File: config.mk
export PLATFORM = sky130hd
export DESIGN_NAME = load_store_unit
export DESIGN_NICKNAME = d
export VERILOG_FILES = /design/src/rtl/load_store_unit.sv
export SDC_FILE = /design/constraint.sdc
export NUM_CORES = 1
export LEC_CHECK = 0
export BUFFER_PORTS_ARGS = -buffer_cell sky130_fd_sc_hd__buf_4
export CORE_UTILIZATION = 43
export DETAILED_ROUTE_END_ITERATION = 8
export GPL_ROUTABILITY_DRIVEN = 0
export PLACE_DENSITY_LB_ADDON = 0.1
export SYNTH_ARGS = -nofsm -noshare
export SYNTH_HDL_FRONTEND = slang
export SYNTH_SLANG_ARGS = --single-unit
File: constraint.sdc
create_clock -name clk -period 1.6 [get_ports clk]
set_input_delay 0.32 -clock clk [delete_from_list [all_inputs] [get_ports clk]]
set_output_delay 0.32 -clock clk [all_outputs]
set_load 0.02 [all_outputs]
File: src/rtl/load_store_unit.sv
// Load/store unit: multi-cycle memory-access stage between the decoder /
// register file and BRAM port B. One load or store per request, presented
// to the control FSM as a valid/ready handshake. Loads return their data
// together with the destination register index for writeback.
module load_store_unit #(
    parameter int ADDR_W = 16,
    parameter int DATA_W = 16,
    parameter int RD_LAT = 1
) (
    input  logic              clk,
    input  logic              reset,
    input  logic              req_valid,
    output logic              req_ready,
    input  logic              req_store,
    input  logic [ADDR_W-1:0] req_addr,
    input  logic [DATA_W-1:0] req_wdata,
    input  logic [3:0]        req_rdest,
    output logic              mem_en,
    output logic              mem_we,
    output logic [ADDR_W-1:0] mem_addr,
    output logic [DATA_W-1:0] mem_wdata,
    input  logic [DATA_W-1:0] mem_rdata,
    output logic              wb_valid,
    output logic [3:0]        wb_rdest,
    output logic [DATA_W-1:0] wb_data,
    output logic              done,
    output logic              busy
);

    // Read latencies beyond the 2-bit wait counter are rejected at elaboration.
    generate
        if (RD_LAT < 1 || RD_LAT > 4) begin : g_bad_rd_lat
            $error("load_store_unit: RD_LAT must be in 1..4");
        end
    endgenerate

    typedef enum logic [1:0] {
        IDLE   = 2'd0,
        ACCESS = 2'd1,
        WAIT   = 2'd2,
        RESP   = 2'd3
    } state_t;

    // Counter preload: WAIT spans exactly RD_LAT cycles, ending at count 0.
    localparam logic [1:0] CNT_INIT = 2'(RD_LAT - 1);

    state_t            state_r;
    logic [ADDR_W-1:0] mar_r;
    logic [DATA_W-1:0] mdr_r;
    logic [3:0]        rdest_r;
    logic              store_r;
    logic [1:0]        cnt_r;
    logic [DATA_W-1:0] wb_data_r;
    logic [3:0]        wb_rdest_r;

    // Sequencer: accept, single access cycle, read-latency wait, response.
    always_ff @(posedge clk or negedge reset) begin
        if (!reset) begin
            state_r    <= IDLE;
            mar_r      <= '0;
            mdr_r      <= '0;
            rdest_r    <= 4'd0;
            store_r    <= 1'b0;
            cnt_r      <= 2'd0;
            wb_data_r  <= '0;
            wb_rdest_r <= 4'd0;
        end else begin
            case (state_r)
                IDLE: begin
                    if (req_valid) begin
                        mar_r   <= req_addr;
                        mdr_r   <= req_wdata;
                        rdest_r <= req_rdest;
                        store_r <= req_store;
                        state_r <= ACCESS;
                    end else begin
                        state_r <= IDLE;
                    end
                end
                ACCESS: begin
                    if (store_r) begin
                        state_r <= RESP;
                    end else begin
                        cnt_r   <= CNT_INIT;
                        state_r <= WAIT;
                    end
                end
                WAIT: begin
                    if (cnt_r == 2'd0) begin
                        // Writeback copies are kept apart from MDR so they
                        // survive the next accept until the next load returns.
                        mdr_r      <= mem_rdata;
                        wb_data_r  <= mem_rdata;
                        wb_rdest_r <= rdest_r;
                        state_r    <= RESP;
                    end else begin
                        cnt_r <= cnt_r - 2'd1;
                    end
                end
                RESP: begin
                    state_r <= IDLE;
                end
                default: begin
                    state_r <= IDLE;
                end
            endcase
        end
    end

    // Port-B and status decode straight from registers, so an asynchronous
    // reset drops them within the same cycle; req_ready is also gated by
    // reset because the reset state is IDLE.
    assign req_ready = reset && (state_r == IDLE);
    assign busy      = (state_r != IDLE);
    assign mem_en    = (state_r == ACCESS);
    assign mem_we    = (state_r == ACCESS) && store_r;
    assign mem_addr  = mar_r;
    assign mem_wdata = mdr_r;
    assign done      = (state_r == RESP);
    assign wb_valid  = (state_r == RESP) && !store_r;
    assign wb_rdest  = wb_rdest_r;
    assign wb_data   = wb_data_r;

endmodule

==> flow_metrics.tcl <==
set metrics [dict create \
    status "finished with violations" \
    violations "negative setup slack" \
    cp_cell_sequence "buf_6 > ha_2 > nor2b_1 > buf_4" \
    synth_compound_area_share_pct 2.582 \
    drt_first_pass_iters 3 \
    io_buffer_count 113 \
    synth_edf_count 0 \
    netlist_instances 174 \
    nFillCells 464 \
    endpoint_kind "output port" \
    cts_root_buf "clkbuf_8" \
    setup_viol 8 \
    synthToLayoutAreaGrowth_pct 50.94 \
    grt_overflow 0 \
    route.detailed.drc 0 \
    path_class "reg2out" \
    synth_xor_xnor_area_share_pct 0 \
    relSlewSlack_pct 49.26 \
    required_ns 1.28 \
    reg2reg_to "mem_wdata[3]" \
    wire_per_inst_um 14.58 \
    power_leakage_nw 1.959 \
    cp_max_fo 3 \
    synth-adder-area-share_pct 2.817 \
    layout.nets 369 \
    die_width_um 80.73 \
    critPathBufInv 2 \
    synth_top_family_by_area "multiplexers" \
    r2r_start "state_r[0]" \
    ctsLongestPathBuffers 2 \
    synth_async_sr_flop_share_pct 100.0 \
    place_area_sq_um 3785 \
    numClockSinks 61 \
    yosys.area_share.simple_pct 3.099 \
    finalCritPeriodShare_pct 101.5 \
    cts_tree "done" \
    antenna_found_initial 0 \
    fin_area_sq_um 4023 \
    critPathLaunchType "flip-flop" \
    hold_violations 0 \
    cp_slowest_cell "dfrtp_1" \
    yosys-top-cells-area "dfrtp_1 (57%), mux2_2 (30%), ha_1 (2.8%), buf_6 (1.3%), mux2_4 (1.1%)" \
    drv_slew 0 \
    power_mw 9.056 \
    synthMuxAreaShare_pct 31.13 \
    drive_gt1_share_pct 73.72 \
    cp_slowest_stage_delay_ns 0.40 \
    synth_nets 236 \
    layout_setup_ws_ns -0.02477 \
    clkTransAtPathRegs_ns 0.07 \
    ctsHtreeMaxLevel 3 \
    yosys.area.top_type "dfrtp_1" \
    synth_ff_type "dfrtp_1" \
    track_usage_pct 18.04 \
    ios 114 \
    initial_core_util_pct 44.75 \
    cpLargestDelayFamily "flip-flops" \
    routed_wl_um 5643 \
    rsz0062_at_grt "true" \
    finalCriticalPeriod_ns 1.625 \
    place_hpwl_um 4133 \
    instances_no_fill 387 \
    clock.fmax_mhz 615.5 \
    cts_buffers 9 \
    max_cap_viol_count 0 \
    die-area_sq_um 6517 \
    pre_cts_slack_ns -0.02629 \
    power_density_nw_per_um2 2251 \
    synth_area_sq_um 2665 \
    via_count 1852 \
    ys_seq_area_share_pct 57.28 \
    fp-row-count 28 \
    arrival_ns 1.30 \
    diodes 0 \
    netlist.area_leader.share_pct 57.28 \
    die_y_um 80.73 \
    synth.avg_cell_area_sq_um 15.32 \
    ir_drop_v 0.001193 \
    finClkSkew_ns 0.005268 \
    ys_top_cells_by_count "mux2_2 (70), dfrtp_1 (61), ha_1 (6)" \
    drtIter0Drc 40 \
    core_sq_um 5956 \
    r2r_cells 5 \
    hold_buffers 0 \
    synth_seq_cells 61 \
    synth.distinct_cells 25 \
    grt_pass1_vias 1889 \
    rrSetupSlack_ns -0.02 \
    yosysWarnings 0 \
    hold_class "in2async" \
    grt_pass1_wl_um 8652 \
    synthMostInstantiatedCell "mux2_2" \
    antenna_left 0 \
    grt_max_degree 62 \
    dp_cells 367 \
    clock_latency_ns 0.32 \
    vias_per_cell 4.786 \
    worst_pin_slew_ns 0.7611 \
]
## cell type report
class	count	area [sq um]	area share, %
tap	75	93.84	2.333
sequential	61	1526	37.95
clock inverter	5	27.53	0.6843
timing repair buffer	129	1033	25.69
inverter	5	18.77	0.4666
clock buffer	11	131.4	3.266
multi-input combinational	101	1191	29.61
## power by group
part	switching [mW]	total (mW)	internal [mW]	leakage, nW
Sequential	0.414	2.75	2.33	0.721
Clock	0.563	1.11	0.551	0.0829
Combinational	2.31	5.19	2.88	1.16
## state kept, by name, summed over array words and instances (netlist names)
name,flops
mem_addr,16
mem_wdata,16
wb_data,16
rdest_r,4
wb_rdest,4
cnt_r,2
state_r,2
store_r,1
## worst max-delay path by stage
stage / startpoint / end / slack, ns / depth (start not counted)
2_1_floorplan: state_r[0] / mem_wdata[10] / -0.04 / 6
3_3_place_gp: state_r[0] / mem_wdata[1] / 0.03 / 5
3_5_place_dp: state_r[0] / mem_wdata[5] / -0.03 / 5
4_1_cts: state_r[0] / mem_wdata[5] / -0.05 / 5
5_1_grt: state_r[1] / mem_wdata[1] / -0.08 / 6
6_report: state_r[0] / wb_valid / -0.02 / 4
## logic make-up after synthesis
family | Yosys count
AOI/OAI and AO/OA | 8
muxes | 73
adders and majority gates | 6
and+or+nand+nor | 14
DFF | 61
buffers and inverters | 12
## layer usage
| metal | track usage [%] | routed length (um) | vias to the layer above |
|---|---|---|---|
| met5 | 0 | 0 | - |
| met4 | 9.464 | 74 | 0 |
| met3 | 4.886 | 455 | 8 |
| met2 | 28.31 | 2641 | 71 |
| met1 | 22.73 | 2471 | 894 |
| li1 | - | - | 879 |
## per-stage QoR
stage	hold slack [ns]	util (%)	TNS [ns]
final	0.1701	67.54	-0.1144
after global routing	0.2093	67.54	-0.9507
after CTS	0.1889	66.89	-0.3501
after detailed placement	0.4652	63.55	-0.1178
after global placement	0.4649	63.55	0
after floorplan	0.02441	-	-0.3564
## what timing repair did
item                       in CTS  in global routing
resized for setup               9                  4
buffers inserted                1                  3
setup endpoints to repair      11                 19
pin swaps                       0                  2
## layout by cell type (no fill, tap or decap), types with 3 or more instances in the layout
cell type / n
mux2_2: 51
ha_4: 3
dfrtp_1: 61
buf_12: 4
clkinv_2: 4
buf_6: 4
inv_1: 3
clkbuf_8: 9
mux2_4: 22
nand2_1: 4
buf_4: 121
Power figures use the tool's default switching activity.
